**config.mk**
```make
export PLATFORM = sky130hd
export DESIGN_NAME = m_ram8_dmux
export DESIGN_NICKNAME = d
export VERILOG_FILES = /design/src/rtl/m_ram8_dmux.sv
export SDC_FILE = /design/constraint.sdc
export NUM_CORES = 1
export LEC_CHECK = 0
export ABC_CLOCK_PERIOD_IN_PS = 2200
export BUFFER_PORTS_ARGS = -buffer_cell sky130_fd_sc_hd__buf_2
export CAP_MARGIN = 25
export CORE_MARGIN = 1.5
export CORE_UTILIZATION = 35
export DETAILED_ROUTE_END_ITERATION = 12
export PLACE_DENSITY = 0.59
export SYNTH_ARGS = -nofsm -noshare
export SYNTH_HDL_FRONTEND = slang
export SYNTH_SLANG_ARGS = --single-unit
export TNS_END_PERCENT = 5
```
**constraint.sdc**
```tcl
create_clock -name i_clk -period 2.2 [get_ports i_clk]
set_clock_uncertainty 0.15 [all_clocks]
set_input_delay 0 -clock i_clk [delete_from_list [all_inputs] [get_ports i_clk]]
set_output_delay 0 -clock i_clk [all_outputs]
set_load 0.005 [all_outputs]
```
**src/rtl/m_ram8_dmux.sv**
```systemverilog
// ---------------------------------------------------------------------------
// m_ram8_dmux -- 8-entry x WIDTH-bit register bank (Hack RAM8 leaf).
//
// Writes are steered to one entry by a one-hot load decoder (m_dmux8way).
// Reads are a combinational 8:1 selection by i_address. A per-entry
// "written" mask records which entries were loaded since reset/clear, and
// o_any is its OR-reduction (m_or8way).
//
// Ports:
//   i_clk      in   1      clock, rising edge
//   i_rst_n    in   1      asynchronous active-low reset
//   i_in       in   WIDTH  write data
//   i_load     in   1      write enable for the addressed entry
//   i_clr      in   1      synchronous clear of entries and written mask
//   i_address  in   3      read/write entry select
//   o_out      out  WIDTH  data of the addressed entry
//   o_written  out  8      bit k set once entry k has been loaded
//   o_any      out  1      OR of o_written
//
// Build option: RAM8_WRITE_BYPASS_EN -- when defined, o_out shows i_in
// combinationally while i_load=1 and i_clr=0 (write-through). Otherwise
// o_out always shows the stored entry.
// ---------------------------------------------------------------------------

module m_dmux8way (
    input  logic       i_in,
    input  logic [2:0] i_sel,
    output logic [7:0] o_out
);
    always_comb begin
        o_out        = '0;
        o_out[i_sel] = i_in;
    end
endmodule

module m_or8way (
    input  logic [7:0] i_in,
    output logic       o_out
);
    assign o_out = |i_in;
endmodule

module m_ram8_dmux #(
    parameter int unsigned WIDTH = 16
) (
    input  logic             i_clk,
    input  logic             i_rst_n,
    input  logic [WIDTH-1:0] i_in,
    input  logic             i_load,
    input  logic             i_clr,
    input  logic [2:0]       i_address,
    output logic [WIDTH-1:0] o_out,
    output logic [7:0]       o_written,
    output logic             o_any
);
    logic [WIDTH-1:0] r_mem [8];
    logic [7:0]       r_written;
    logic [7:0]       w_load;
    logic [WIDTH-1:0] w_stored;

    m_dmux8way u_dmux (
        .i_in  (i_load),
        .i_sel (i_address),
        .o_out (w_load)
    );

    // Clear has priority over load; a load in the same cycle is discarded.
    always_ff @(posedge i_clk or negedge i_rst_n) begin
        if (!i_rst_n) begin
            for (int unsigned k = 0; k < 8; k++) begin
                r_mem[k] <= '0;
            end
            r_written <= '0;
        end else if (i_clr) begin
            for (int unsigned k = 0; k < 8; k++) begin
                r_mem[k] <= '0;
            end
            r_written <= '0;
        end else begin
            for (int unsigned k = 0; k < 8; k++) begin
                if (w_load[k]) begin
                    r_mem[k]     <= i_in;
                    r_written[k] <= 1'b1;
                end
            end
        end
    end

    assign w_stored = r_mem[i_address];

`ifdef RAM8_WRITE_BYPASS_EN
    // Write-through: the pending write is visible before the edge.
    assign o_out = (i_load && !i_clr) ? i_in : w_stored;
`else
    assign o_out = w_stored;
`endif

    assign o_written = r_written;

    m_or8way u_or (
        .i_in  (r_written),
        .o_out (o_any)
    );
endmodule

```
Word level (Yosys, flattened, before mapping)
Index checks and enable logic that the tools add are counted.
Cells by class
  add/sub/neg operators: 0
  multipliers: 0
  div/mod/pow operators: 0
  $lt $le $gt $ge: 3
  eq/ne operators: 0
  shift-type cells: 0
  mux-type cells: 23
  bitwise logic cells: 2
  reduce and logical (&&, ||, !) cells: 10
Operators by type and width (count)
  2-to-1 mux 16 bit: 10
  2-to-1 mux 128 bit: 1
  binary-select mux 16 bit (select 3 bit): 1
  nonzero test 2 bit: 8
  2-to-1 mux 1 bit: 9
  bitwise AND 8 bit: 1
  2-to-1 mux 8 bit: 1
  OR reduction 8 bit: 1
  greater-or-equal comparator 4 bit, second input constant: 1
  < comparator 3 x 4 -> 1 bit, second input constant: 1
  inverter 3 -> 4 bit: 1
  demux 1 bit (select 3 bit): 1
  greater-or-equal comparator 3 x 1 -> 1 bit, second input constant: 1
  logical AND 1 bit: 1
Storage, ports and cells
  flip-flop bits (word level): 136
  latch bits: 0
  memory bits (writable): 0
  bits in read-only memories: 0
  bits of input ports: 23
  word-level logic and storage cells: 54
  memories: 0

Longest topological paths before layout
Gate-level depths: netlist (run 1).
  depth after elaboration: 7
  mapped depth: 7
  gate-level depth less buffers: 3

Modules after synthesis
Synthesis (run 1) repeated with hierarchy kept, for this count alone.
Second synthesis, totals
  cells, all modules: 523
  area total of the unflattened synthesis: 6605.1 um2
By module, submodules not included
  m_ram8_dmux: times used 1, cells an instance 512, area each 6492.5 um2, sequential area each 3403.3 um2
  m_dmux8way: times used 1, cells an instance 8, area each 96.3 um2, sequential area each 0.0 um2
  m_or8way: times used 1, cells an instance 3, area each 16.3 um2, sequential area each 0.0 um2

Worst setup path after synthesis (run 1)
Ideal clock, no wire load.
  path kind: input to register
  start point: input port i_address[1]
  end point: register r_mem[117] in the netlist's numbering
  library setup time: 136 ps
  arrival: 1060 ps
  required time: 1914 ps
  setup slack: 854 ps
  stages: 6
  path buffers: 3
  cells stage by stage: buf_2 > or4b_1 > clkbuf_2 > buf_2 > nand2_1 > a21oi_1
Between the ends
  cells in the longest elaborated chain, start to end: 6
  elaborated cells between the ends (all ways): 7
Ends and longest elaborated chain
  start, declared: line 51  | input logic [2:0] i_address,
  < comparator 3 x 4 -> 1 bit (not written as such) or greater-or-equal comparator 3 x 1 -> 1 bit (tied branches): line 32  | o_out[i_sel] = i_in;
  logical AND 1 bit (not written as such): line 32
  2-to-1 mux 1 bit (not written as such): line 32
  demux 1 bit (select 3 bit) *
  bitwise AND 8 bit (no line) *
  nonzero test 2 bit (no line) *
  end signal, assigned by index: line 82  | r_mem[k] <= i_in;
  end, declared: line 56  | logic [WIDTH-1:0] r_mem [8];
Every way passes the cells marked *; elsewhere a longest branch is shown, timed or not.
A chain may end at the register's enable or synchronous reset.

Worst setup path after layout (run 1)
  start point: register r_mem[98] in the netlist's numbering
  end point: output port o_out[2]
Between the ends
  cells in the longest elaborated chain, start to end: 3
Ends and longest elaborated chain
  binary-select mux 16 bit (select 3 bit): line 89  | assign w_stored = r_mem[i_address];
  2-to-1 mux 16 bit (not written as such) (2 in a row): line 89
  end, declared: line 52  | output logic [WIDTH-1:0] o_out,
No other way between the ends. The select of a mux whose other input is x is not followed.

==> flow_summary.rst, run 1 <==
.. list-table::
   :header-rows: 1

   * - Metric
     - Value
   * - Outcome
     - completed
   * - Non-Filler Instances
     - 1042
   * - Transition at the pin with the smallest max-transition slack
     - 719 ps
   * - Skew-Pair Late Insertion Delay
     - 430 ps
   * - Reg2reg start
     - r_mem[78]$_DFFE_PN0P_
   * - Antenna diode count
     - 0
   * - Count of vias placed by the detailed router
     - approximately 5400
   * - Iteration-0 DRC Markers
     - roughly 430
   * - Cell types occupying the most area after synthesis
     - sky130_fd_sc_hd__dfrtp_1, sky130_fd_sc_hd__nand2_1, sky130_fd_sc_hd__a21oi_1
   * - Most frequent cells in the layout
     - sky130_fd_sc_hd__nand2_1, sky130_fd_sc_hd__dfrtp_1, sky130_fd_sc_hd__a21oi_1, sky130_fd_sc_hd__buf_2, sky130_fd_sc_hd__buf_4
   * - DR vias/cell
     - 5.17
   * - Area share of the largest cell type after synthesis
     - 50.4%
   * - Leftover overflow at the end of global routing
     - 0
   * - Number of global-route vias before repair
     - about 5300
   * - Class of the most critical hold timing path
     - in -> reg
   * - Final core area utilization
     - a little over two fifths
   * - Initial core utilization
     - 35.8%
   * - Most frequent standard cell in the layout excluding fill and tap cells
     - sky130_fd_sc_hd__nand2_1
   * - Achievable frequency
     - between 500 and 600 MHz
   * - Req. time, crit path
     - between 2000 and 2500 ps
   * - RSZ-0062 raised after global routing
     - false
   * - Clk root buf
     - sky130_fd_sc_hd__clkbuf_16
   * - Sequential element share of the synthesized area
     - 50.4%
   * - CP endpoint kind
     - output port
   * - Max-cap violations
     - 0
   * - Net count of the mapped netlist
     - 743
   * - First-pass GRT wire length
     - just over 30 mm
   * - Detailed-router iteration count before antenna repair
     - 7
   * - Share of final-layout standard cells stronger than drive strength 1
     - between 10% and 20%
   * - # IOs
     - between 40 and 50
   * - Area of the die
     - around 20000 sq um
   * - Maximum buffer depth of the clock tree
     - 2
   * - IR Drop Worst-Case VDD
     - 0.000576 V
   * - Worst reg2reg endpoint
     - r_mem[78]$_DFFE_PN0P_
   * - Post-detailed-route wirelength per cell
     - between 15 and 20 um
   * - Sort of element at the start of the critical path
     - flip-flop
   * - Shortest period the worst path allows
     - roughly 1900 ps
   * - CTS Sinks
     - between 100 and 150
   * - Synth-to-Final Area Change
     - 19.5%
   * - Maximum fanout encountered on the critical timing path
     - 2
   * - Tcrit/Tclk final
     - a little under nine tenths
   * - Cell area after placement
     - between 7000 and 8000 sq um
   * - Final hold vios
     - 0
   * - Warnings from Yosys
     - 0
   * - Floorplan die height
     - between 100 and 150 um
   * - Number of resized instances in the post-cts repair step
     - 0
   * - Number of buffers inserted during clock tree synthesis
     - 17
   * - Slack of the worst reg-to-reg path
     - about 1400 ps
   * - Tightest slew margin relative to the limit
     - approximately 52%
   * - Met1 usage
     - 29.0%
   * - Clock-pin slew on the worst setup and hold paths
     - approximately 60 ps
   * - GR Util met2
     - ~31%
   * - Global router's overall resource usage
     - about a fifth
   * - Source of the critical timing path
     - r_mem[98]$_DFFE_PN0P_
   * - Routability Congestion
     - approximately 0.78
   * - FF+latch count, synth
     - 136
   * - WS Path Type
     - reg -> out
   * - Count of unresolved DRC violations after routing
     - 0
   * - Antenna violations before repair
     - 0
   * - Final setup violation count
     - 0
   * - TritonCTS clock tree
     - yes
   * - Pin count of the biggest net entering global routing
     - a little under 90
   * - Num rows
     - 50
   * - Reg2reg path depth
     - 2
   * - Setup_tns
     - 0 ps
   * - H-Tree Level Count
     - 4
   * - Port buffer count
     - 47
   * - DP Wirelength
     - about 12 mm
   * - Post-synth design cell area
     - slightly below 7000 sq um
   * - Horizontal extent of the die
     - 142 um
   * - Floorplan Core Area
     - 18800 sq um
   * - Layout fillers
     - roughly 1800
   * - Mean post-synth cell area
     - 9.37 sq um
   * - Met3 layer usage reported by global route
     - between 3 and 4%
   * - Final instance area
     - about 8100 sq um
   * - Netlist cell types
     - 33
   * - End of the critical path
     - o_out[2]
   * - Overall routed net length
     - about 19 mm
   * - Static power due to leakage
     - ~3.5 nW
   * - Final Net Count
     - between 700 and 800
   * - Crit path arrival time
     - between 1500 and 2000 ps
   * - Cell taking the most area after synthesis
     - sky130_fd_sc_hd__dfrtp_1
   * - Total power divided by cell area
     - a little under 800 nW/um^2
   * - Max-slew violations
     - 0
   * - Synth Instances
     - 720
   * - Final ANT Viol Nets
     - 0
   * - Busiest metal layer after global routing
     - met2
   * - Cells after DPL
     - a little under 1000
[per-stage QoR]
| stage | setup slack [ps] | power (W) | hold slack, ps |
|---|---|---|---|
| 2_1_floorplan | 854 | 0.00293 | -446 |
| 3_3_place_gp | 418 | 0.00312 | -262 |
| 3_5_place_dp | 383 | 0.00313 | -261 |
| 4_1_cts | 277 | 0.00631 | 137 |
| 5_1_grt | 260 | 0.00647 | 178 |
| 6_report | 306 | 0.00626 | 150 |
[how the worst min path moves through the flow]
stage | to | start | depth (start not counted)
global route | r_mem[123]$_DFFE_PN0P_ | i_load | 5
CTS | r_mem[56]$_DFFE_PN0P_ | i_load | 5
floorplan | o_written[0]$_DFFE_PN0P_ | i_rst_n | 0
global placement | r_mem[43]$_DFFE_PN0P_ | i_rst_n | 1
finish | r_mem[114]$_DFFE_PN0P_ | i_load | 5
detailed placement | r_mem[43]$_DFFE_PN0P_ | i_rst_n | 1
[area by class of cell]
cell class                      count  area, sq um  share of cell area, %
Multi-Input combinational cell    501         2850                   35.3
Inverter                            7         26.3                  0.326
Clock buffer                       17          425                   5.27
Sequential cell                   136         3400                   42.2
Timing Repair Buffer              106          810                   10.0
Clock inverter                     15          228                   2.82
Tap cell                          260          325                   4.03
[synthesized netlist by cell type (all sizes together)]
master and number:
or4b 1, o211ai 6, mux2 7, nand4bb 3, and4b 3, and4 1
nor4bb 1, and4bb 2, nor4 2, a211o 6, nand4b 3, nand2b 1
a21boi 3, inv 6, nand4 1, a21oi 131, o32a 6, a22oi 6
nor4b 1, clkbuf 21, and2 1, buf 55, nor2 17, mux4 20
mux2i 12, nand2 267, clkinv 1, dfrtp 136
[worst max-delay path, cell delays in order (launching register included)]
cell and delay (ps):
sky130_fd_sc_hd__dfrtp_1 380, sky130_fd_sc_hd__mux4_1 540, sky130_fd_sc_hd__mux2_2 280, sky130_fd_sc_hd__buf_2 120
[registers in the layout, summed over array words and instances, names as in the netlist]
signal / cells
o_written: 8
r_mem: 128
[logic make-up (layout without fill, tap and decap cells)]
logic type	count (synthesis)	after routing	share of synthesized area [%]
simple gates	304	304	19.0
compound gates	158	158	13.1
mux	39	39	9.90
flops	136	136	50.4
buf+inv	83	145	7.58
[routing by layer]
| layer | vias to the layer above | wire length (um) |
|---|---|---|
| met5 | - | 0 |
| met4 | 0 | 316 |
| met3 | 20 | 1020 |
| met2 | 186 | 8940 |
| met1 | 2666 | 8770 |
| li1 | 2517 | - |
[timing repair]
item	CTS	global route
buffers inserted	0	0
hold endpoints to repair	264	0
hold buffers	20	0
[power by group]
group	switching (W)	internal, W	total (W)	leakage, nW
combinational	0.000334	0.000193	0.000527	1.29
clock	0.00114	0.00201	0.00315	0.313
sequential	0.0000303	0.00255	0.00258	1.88
total	0.00150	0.00476	0.00626	3.48
Power figures use the tool's default switching activity.
==> run 2: changes to the inputs <==
Settings changed: CORE_UTILIZATION 35 to 25, PLACE_DENSITY 0.59 to 0.48.
==> flow_summary.rst, run 2 (same netlist as run 1, synthesis figures left out) <==
.. list-table::
   :header-rows: 1

   * - Metric
     - Value
   * - CP endpoint kind
     - flip-flop (was output port)
   * - M1 wire length
     - 9.79 mm (was 8.77 mm)
   * - RSZ-0062 raised after global routing
     - false (unchanged)
   * - Horizontal extent of the die
     - 167 um (was 142 um)
   * - Count of unresolved DRC violations after routing
     - 0 (unchanged)
   * - Global router's overall resource usage
     - 15.1% (was 20.3%)
   * - Number of resized instances in the post-cts repair step
     - 0 (unchanged)
   * - Pin count of the biggest net entering global routing
     - 56 (was 87)
   * - Tcrit/Tclk final
     - 96.4% (was 86.1%)
   * - Maximum fanout encountered on the critical timing path
     - 16 (was 2)
   * - Maximum buffer depth of the clock tree
     - 2 (unchanged)
   * - WS Path Type
     - in -> reg (was reg -> out)
   * - Register bank with the most flops
     - r_mem (unchanged)
   * - Switching power summed over all nets
     - 0.00147 W (was 0.00150 W)
   * - Met2 wirelength from detailed routing
     - 9.71 mm (was 8.94 mm)
   * - Final Net Count
     - 794 (was 792)
   * - Tightest slew margin relative to the limit
     - 51.4% (was 51.9%)
   * - Transition at the pin with the smallest max-transition slack
     - 729 ps (was 719 ps)
   * - End of the critical path
     - r_mem[17]$_DFFE_PN0P_ (was o_out[2])
   * - Area of the die
     - 28000 sq um (was 20100 sq um)
   * - Count of buffering cells on the critical path with inverters included
     - 4 (was 1)
   * - Req. time, crit path
     - 2410 ps (was 2050 ps)
   * - Clock share of power
     - 48.7% (was 50.3%)
   * - Worst path depth
     - 7 (was 3)
   * - Static power due to leakage
     - 3.47 nW (was 3.48 nW)
   * - Skew-Pair Late Insertion Delay
     - 420 ps (was 430 ps)
   * - Cell class contributing the biggest share of worst-path delay
     - buffers and inverters (was multiplexers)
   * - Number of buffers inserted during clock tree synthesis
     - 17 (unchanged)
   * - Sort of element at the start of the critical path
     - primary input (was flip-flop)
   * - Final hold vios
     - 0 (unchanged)
   * - Highest metal used
     - met4 (unchanged)
   * - First-pass GRT wire length
     - 32.1 mm (was 30.9 mm)
   * - Most frequent standard cell in the layout excluding fill and tap cells
     - sky130_fd_sc_hd__nand2_1 (unchanged)
   * - Number of flip-flops in the largest register
     - 128 (unchanged)
   * - DR vias/cell
     - 4.74 (was 5.17)
   * - Class of the most critical hold timing path
     - in -> reg (unchanged)
   * - Post-detailed-route wirelength per cell
     - 18.3 um (about the same)
   * - Slack of the worst reg-to-reg path
     - 870 ps (was 1360 ps)
   * - Total power divided by cell area
     - 747 nW/um^2 (was 777 nW/um^2)
   * - Floorplan die height
     - 167 um (was 142 um)
   * - DR WL met3
     - 727 um (was 1.02 mm)
   * - H-Tree Level Count
     - 4 (unchanged)
   * - Comb pwr share
     - 8.9% (was 8.4%)
   * - Cells along the critical path
     - dlygate4sd3_1 > buf_2 > and4b_1 > buf_4 > nand2_1 > a21oi_1 > dlygate4sd3_1 (was mux4_1 > mux2_2 > buf_2)
   * - DP Wirelength
     - 13.1 mm (was 12.1 mm)
   * - Sw Share
     - 24.2% (was 24.0%)
   * - Share of final-layout standard cells stronger than drive strength 1
     - 18.6% (was 18.9%)
   * - Highest-delay cell along the critical path
     - sky130_fd_sc_hd__dlygate4sd3_1 (was sky130_fd_sc_hd__mux4_1)
   * - Cell area after placement
     - 7320 sq um (was 7200 sq um)
   * - Antenna diode count
     - 0 (unchanged)
   * - IR Drop Worst-Case VDD
     - 0.000483 V (was 0.000576 V)
   * - Initial core utilization
     - 25.7% (was 35.8%)
   * - Least setup slack across all paths after layout
     - 80.0 ps (was 306 ps)
   * - Tot Pwr
     - 0.00609 W (was 0.00626 W)
   * - Detailed-router iteration count before antenna repair
     - 5 (was 7)
   * - Port buffer count
     - 47 (unchanged)
   * - Critical path's most frequent cell
     - sky130_fd_sc_hd__dlygate4sd3_1
   * - Max-cap violations
     - 0 (unchanged)
   * - Antenna violations before repair
     - 0 (unchanged)
   * - Stage delay of the slowest cell on the critical path
     - 560 ps (was 540 ps)
   * - Final instance area
     - 8160 sq um (was 8070 sq um)
   * - Achievable frequency
     - 472 MHz (was 528 MHz)
   * - Number of global-route vias before repair
     - 5035 (was 5291)
   * - CTS Sinks
     - 136 (unchanged)
   * - Iteration-0 DRC Markers
     - 404 (was 431)
   * - Shortest period the worst path allows
     - 2120 ps (was 1890 ps)
   * - TritonCTS clock tree
     - yes (unchanged)
   * - # IOs
     - 48 (unchanged)
   * - Max-slew violations
     - 0 (unchanged)
   * - Leftover overflow at the end of global routing
     - 0 (unchanged)
   * - Reg2reg start
     - r_mem[17]$_DFFE_PN0P_ (was r_mem[78]$_DFFE_PN0P_)
   * - Most frequent cells in the layout
     - sky130_fd_sc_hd__nand2_1, sky130_fd_sc_hd__dfrtp_1, sky130_fd_sc_hd__a21oi_1, sky130_fd_sc_hd__buf_2, sky130_fd_sc_hd__buf_4 (unchanged)
   * - Minimum setup slack after placement
     - 368 ps (was 383 ps)
   * - Crit path arrival time
     - 2330 ps (was 1740 ps)
   * - Clock-pin slew on the worst setup and hold paths
     - 60 ps (about the same)
   * - Routability Congestion
     - 0.747 (was 0.783)
   * - Worst reg2reg endpoint
     - r_mem[17]$_DFFE_PN0P_ (was r_mem[78]$_DFFE_PN0P_)
   * - Final core area utilization
     - 31.0% (was 42.8%)
   * - Final setup violation count
     - 0 (unchanged)
   * - Clk root buf
     - sky130_fd_sc_hd__clkbuf_16 (unchanged)
   * - Internal power
     - 0.00462 W (was 0.00476 W)
   * - Count of vias placed by the detailed router
     - 5309 (was 5389)
   * - Proportion of power drawn by flip-flops and latches
     - 42.4% (was 41.3%)
   * - Synth-to-Final Area Change
     - 20.9% (was 19.5%)
   * - Setup_tns
     - 0 ps (unchanged)
   * - Source of the critical timing path
     - i_load (was r_mem[98]$_DFFE_PN0P_)
   * - Overall routed net length
     - 20.5 mm (was 19.0 mm)
   * - Buffers inserted during post-CTS setup optimization
     - 0 (unchanged)
   * - Num rows
     - 59 (was 50)
   * - Reg2reg path depth
     - 3 (was 2)
   * - Floorplan Core Area
     - 26300 sq um (was 18800 sq um)
   * - Outcome
     - completed (unchanged)
   * - Final ANT Viol Nets
     - 0 (unchanged)
## run 2: cell types whose count changed in the layout (fill, tap and decap cells not counted), sizes merged
cell / before / now
clkinv: 9 / 4
clkbuf: 17 / 21
clkinvlp: 2 / 5
dlygate4sd3: 19 / 22
bufinv: 5 / 3
buf: 87 / 86
## run 2: worst reg2reg max path, stage by stage (launching register included)
cell and delay (ps):
sky130_fd_sc_hd__dfrtp_1 380, sky130_fd_sc_hd__nand2_1 60, sky130_fd_sc_hd__a21oi_1 50, sky130_fd_sc_hd__dlygate4sd3_1 570
## run 2: area by class of cell
class                   count  area, sq um
clock buffers              21          470
well taps                 335          419
flip-flops and latches    136         3400
inverters                   7         26.3
clock inverters            11          146
multi-input cells         501         2850
repair buffers            108          845
fillers                  2775        18100
## run 2: how the worst min path moves through the flow
stage,start,to,slack (ps),cells past startpoint
CTS,i_address[1],r_mem[116]$_DFFE_PN0P_,200,4
finish,i_address[1],r_mem[116]$_DFFE_PN0P_,200,4
global route,i_address[1],r_mem[116]$_DFFE_PN0P_,250,4
floorplan,i_rst_n,o_written[0]$_DFFE_PN0P_,-450,0
detailed placement,i_rst_n,r_mem[39]$_DFFE_PN0P_,-130,1
global placement,i_rst_n,r_mem[43]$_DFFE_PN0P_,-130,1
## run 2: per-stage QoR
| step | hold slack (ps) | std cells |
|---|---|---|
| 3_5_place_dp | -129 | 1065 |
| 6_report | 204 | 1119 |
| 5_1_grt | 254 | 1119 |
| 2_1_floorplan | -446 | 720 |
| 4_1_cts | 200 | 1119 |
| 3_3_place_gp | -132 | 1065 |
## run 2: per-layer routing
layer	GRT usage, %	vias up
met5	0	-
met3	2.39	17
met1	21.5	2648
met4	4.50	0
met2	23.7	128
li1	-	2516
## run 2: timing repair
action	CTS	global route
endpoints found under the hold margin	265	0
endpoints found under the setup margin	0	0
hold buffers	22	0
## run 2: power by group through the flow
stage | logic, W | clock network, W | registers [W]
final | 0.000541 | 0.00297 | 0.00258
after global routing | 0.000594 | 0.00314 | 0.00259
after CTS | 0.000551 | 0.00303 | 0.00258
after detailed placement | 0.000520 | 0 | 0.00263
after global placement | 0.000518 | 0 | 0.00263
after floorplan | 0.000313 | 0 | 0.00262
==> run 3: changes to the inputs <==
Settings changed: ABC_AREA set to 1.
==> flow_summary.rst, run 3 <==
.. list-table::
   :header-rows: 1

   * - Metric
     - Value
   * - Outcome
     - completed (unchanged)
   * - IR Drop Worst-Case VDD
     - 0.000356 V (was 0.000483 V)
   * - Synth Instances
     - 957 (was 720)
   * - CP endpoint kind
     - output port (was flip-flop)
   * - Area taken by multi-input logic gates
     - 2780 sq um (was 2850 sq um)
   * - Reg2reg start
     - o_written[1]$_DFFE_PN0P_ (was r_mem[17]$_DFFE_PN0P_)
   * - Shortest period the worst path allows
     - 1960 ps (was 2120 ps)
   * - Cell class contributing the biggest share of worst-path delay
     - simple AND/OR/NAND/NOR gates (was buffers and inverters)
   * - Post-synth EDFFs
     - 0 (unchanged)
   * - Warnings from Yosys
     - 0 (unchanged)
   * - Num rows
     - 60 (was 59)
   * - Setup_tns
     - 0 ps (unchanged)
   * - Number of global-route vias before repair
     - 5992 (was 5035)
   * - Initial core utilization
     - 25.5% (was 25.7%)
   * - Highest-delay cell along the critical path
     - sky130_fd_sc_hd__nor4_1 (was sky130_fd_sc_hd__dlygate4sd3_1)
   * - Register bank with the most flops
     - r_mem (unchanged)
   * - Count of vias placed by the detailed router
     - 6065 (was 5309)
   * - DR vias/cell
     - 4.40 (was 4.74)
   * - Floorplan die height
     - 169 um (was 167 um)
   * - Number of buffers inserted during clock tree synthesis
     - 17 (unchanged)
   * - Sort of element at the start of the critical path
     - flip-flop (was primary input)
   * - Most frequent standard cell in the layout excluding fill and tap cells
     - sky130_fd_sc_hd__nand2_1 (unchanged)
   * - Worst Hold Path EP
     - o_written[5]$_DFFE_PN0P_ (was r_mem[116]$_DFFE_PN0P_)
   * - Cells along the critical path
     - nor4_1 > nand2_1 > buf_2 (was dlygate4sd3_1 > buf_2 > and4b_1 > buf_4 > nand2_1 > a21oi_1 > dlygate4sd3_1)
   * - Final Net Count
     - 1048 (was 794)
   * - Most frequent cells after synthesis
     - sky130_fd_sc_hd__nand2_1, sky130_fd_sc_hd__dfrtp_1, sky130_fd_sc_hd__inv_1, sky130_fd_sc_hd__nand3_1, sky130_fd_sc_hd__o21ai_1 (was sky130_fd_sc_hd__nand2_1, sky130_fd_sc_hd__dfrtp_1, sky130_fd_sc_hd__a21oi_1)
   * - Number of hold buffers added after CTS
     - 23 (was 22)
   * - Number of flip-flops in the largest register
     - 128 (unchanged)
   * - TritonCTS clock tree
     - yes (unchanged)
   * - Total power divided by cell area
     - 796 nW/um^2 (was 747 nW/um^2)
   * - Reg2reg path depth
     - 2 (was 3)
   * - Met1 usage
     - 20.7% (was 21.5%)
   * - # IOs
     - 48 (unchanged)
   * - Tcrit/Tclk final
     - 89.0% (was 96.4%)
   * - Net count of the mapped netlist
     - 980 (was 743)
   * - Antenna diode count
     - 0 (unchanged)
   * - Achievable frequency
     - 511 MHz (was 472 MHz)
   * - CTS Sinks
     - 136 (unchanged)
   * - Overall routed net length
     - 21.0 mm (was 20.5 mm)
   * - Clock-pin slew on the worst setup and hold paths
     - 60 ps (about the same)
   * - Flip-flop cell with the highest count after synthesis
     - sky130_fd_sc_hd__dfrtp_1 (unchanged)
   * - Mean post-synth cell area
     - 7.19 sq um (was 9.37 sq um)
   * - Cell taking the most area after synthesis
     - sky130_fd_sc_hd__dfrtp_1 (unchanged)
   * - Crit path arrival time
     - 1810 ps (was 2330 ps)
   * - Max-cap violations
     - 0 (unchanged)
   * - RSZ-0062 raised after global routing
     - false (unchanged)
   * - Number of resized instances in the post-cts repair step
     - 0 (unchanged)
   * - Worst reg2reg endpoint
     - o_written[1]$_DFFE_PN0P_ (was r_mem[17]$_DFFE_PN0P_)
   * - First-pass GRT wire length
     - 34.0 mm (was 32.1 mm)
   * - Share of final-layout standard cells stronger than drive strength 1
     - 12.7% (was 18.6%)
   * - Final setup violation count
     - 0 (unchanged)
   * - Maximum fanout encountered on the critical timing path
     - 3 (was 16)
   * - Reg area
     - 3400 sq um (unchanged)
   * - Most frequent cells in the layout
     - sky130_fd_sc_hd__nand2_1, sky130_fd_sc_hd__dfrtp_1, sky130_fd_sc_hd__inv_1, sky130_fd_sc_hd__nand3_1, sky130_fd_sc_hd__o21ai_1 (was sky130_fd_sc_hd__nand2_1, sky130_fd_sc_hd__dfrtp_1, sky130_fd_sc_hd__a21oi_1, sky130_fd_sc_hd__buf_2, sky130_fd_sc_hd__buf_4)
   * - Final hold vios
     - 0 (unchanged)
   * - Max-slew violations
     - 0 (unchanged)
   * - Transition at the pin with the smallest max-transition slack
     - 738 ps (was 729 ps)
   * - Start point of the worst hold path
     - i_address[2] (was i_address[1])
   * - Count leader, synth
     - sky130_fd_sc_hd__nand2_1 (unchanged)
   * - Met3 layer usage reported by global route
     - 2.81% (was 2.39%)
   * - Busiest metal layer after global routing
     - met2 (unchanged)
   * - Pin count of the biggest net entering global routing
     - 52 (was 56)
   * - FF+latch count, synth
     - 136 (unchanged)
   * - Tightest slew margin relative to the limit
     - 50.6% (was 51.4%)
   * - Area of the die
     - 28500 sq um (was 28000 sq um)
   * - Floorplan Core Area
     - 27000 sq um (was 26300 sq um)
   * - Buffers inserted during post-CTS setup optimization
     - 0 (unchanged)
   * - Count of unresolved DRC violations after routing
     - 0 (unchanged)
   * - Detailed-router iteration count before antenna repair
     - 5 (unchanged)
   * - Netlist cell types
     - 19 (was 33)
   * - Maximum buffer depth of the clock tree
     - 2 (unchanged)
   * - WS Path Type
     - reg -> out (was in -> reg)
   * - Leftover overflow at the end of global routing
     - 0 (unchanged)
   * - Post-detailed-route wirelength per cell
     - 15.2 um (was 18.3 um)
   * - Global router's overall resource usage
     - 15.5% (was 15.1%)
   * - Clk root buf
     - sky130_fd_sc_hd__clkbuf_16 (unchanged)
   * - Sequential element share of the synthesized area
     - 49.5% (was 50.4%)
   * - Antenna violations before repair
     - 0 (unchanged)
   * - Layout fillers
     - 2871 (was 2775)
   * - Req. time, crit path
     - 2050 ps (was 2410 ps)
   * - H-Tree Level Count
     - 4 (unchanged)
   * - Synth-to-Final Area Change
     - 21.9% (was 20.9%)
   * - Worst path depth
     - 3 (was 7)
   * - Port buffer count
     - 47 (unchanged)
   * - Class of the most critical hold timing path
     - in -> reg (unchanged)
   * - Non-Filler Instances
     - 1379 (was 1119)
   * - FFs w/ async S/R, synth
     - 100% (unchanged)
   * - Iteration-0 DRC Markers
     - 466 (was 404)
   * - Cells after DPL
     - 1324 (was 1065)
   * - Post-synth design cell area
     - 6880 sq um (was 6750 sq um)
   * - Slack of the worst reg-to-reg path
     - 1340 ps (was 870 ps)
   * - Cell types occupying the most area after synthesis
     - sky130_fd_sc_hd__dfrtp_1, sky130_fd_sc_hd__nand2_1, sky130_fd_sc_hd__nand3_1 (was sky130_fd_sc_hd__dfrtp_1, sky130_fd_sc_hd__nand2_1, sky130_fd_sc_hd__a21oi_1)
   * - Horizontal extent of the die
     - 169 um (was 167 um)
   * - Final ANT Viol Nets
     - 0 (unchanged)
   * - Count of buffering cells on the critical path with inverters included
     - 1 (was 4)
   * - Static power due to leakage
     - 4.61 nW (was 3.47 nW)
   * - Stage delay of the slowest cell on the critical path
     - 560 ps (about the same)
   * - Routability Congestion
     - 0.782 (was 0.747)
   * - Skew-Pair Late Insertion Delay
     - 420 ps (about the same)
   * - Worst hold path cell count
     - 5 (was 4)
   * - GR Util met2
     - 25.5% (was 23.7%)
   * - Area share of the largest cell type after synthesis
     - 49.5% (was 50.4%)
   * - DP Wirelength
     - 13.8 mm (was 13.1 mm)
==> run 3: area by class of cell <==
type	count	area share, %
repair buffers	100	8.91
flip-flops and latches	136	40.6
clock inverters	14	2.31
well taps	341	5.09
inverters	106	4.74
multi-input cells	664	33.1
clock buffers	18	5.24
==> run 3: worst max-delay path by stage <==
stage | slack, ps | startpoint | endpoint
floorplan | 1090 | i_address[1] | r_mem[100]$_DFFE_PN0P_
global placement | 430 | i_address[0] | o_out[3]
detailed placement | 410 | i_address[0] | o_out[4]
CTS | 230 | o_written[1]$_DFFE_PN0P_ | o_any
global route | 200 | o_written[1]$_DFFE_PN0P_ | o_any
finish | 240 | o_written[1]$_DFFE_PN0P_ | o_any
==> run 3: per-stage QoR <==
stage	util, %	area (sq um)	hold slack [ps]	total power [W]	setup slack (ps)
6_report	31.1	8390	22.3	0.00668	241
5_1_grt	31.1	8390	56.3	0.00698	202
4_1_cts	31.1	8390	19.3	0.00676	228
3_5_place_dp	27.9	7520	-160	0.00360	408
3_3_place_gp	27.9	7520	-152	0.00360	426
2_1_floorplan	-	6880	-446	0.00327	1090
==> run 3: kinds of logic (layout without fill, tap and decap cells) <==
family | count (synthesis) | after routing | synth area share [%]
AO/OA/AOI/OAI | 66 | 66 | 4.80
AND/OR/NAND/NOR | 598 | 598 | 35.6
flip-flops | 136 | 136 | 49.5
buffers and inverters | 157 | 238 | 10.2
==> run 3: routing by layer <==
| metal | vias to the layer above | share of wire (%) |
|---|---|---|
| met2 | 106 | 48 |
| met4 | 0 | 1.3 |
| li1 | 3055 | - |
| met3 | 20 | 3.8 |
| met1 | 2884 | 47 |
| met5 | - | 0 |
==> run 3: report_power, final <==
group	internal, W	switching, W
logic	0.000282	0.000568
registers	0.00267	0.0000649
clock network	0.00193	0.00116
==> run 3: worst register-to-register path: stages, from the launching register on <==
cell	delay (ps)
sky130_fd_sc_hd__dfrtp_1	420
sky130_fd_sc_hd__nor2_1	120
sky130_fd_sc_hd__nor2_1	50
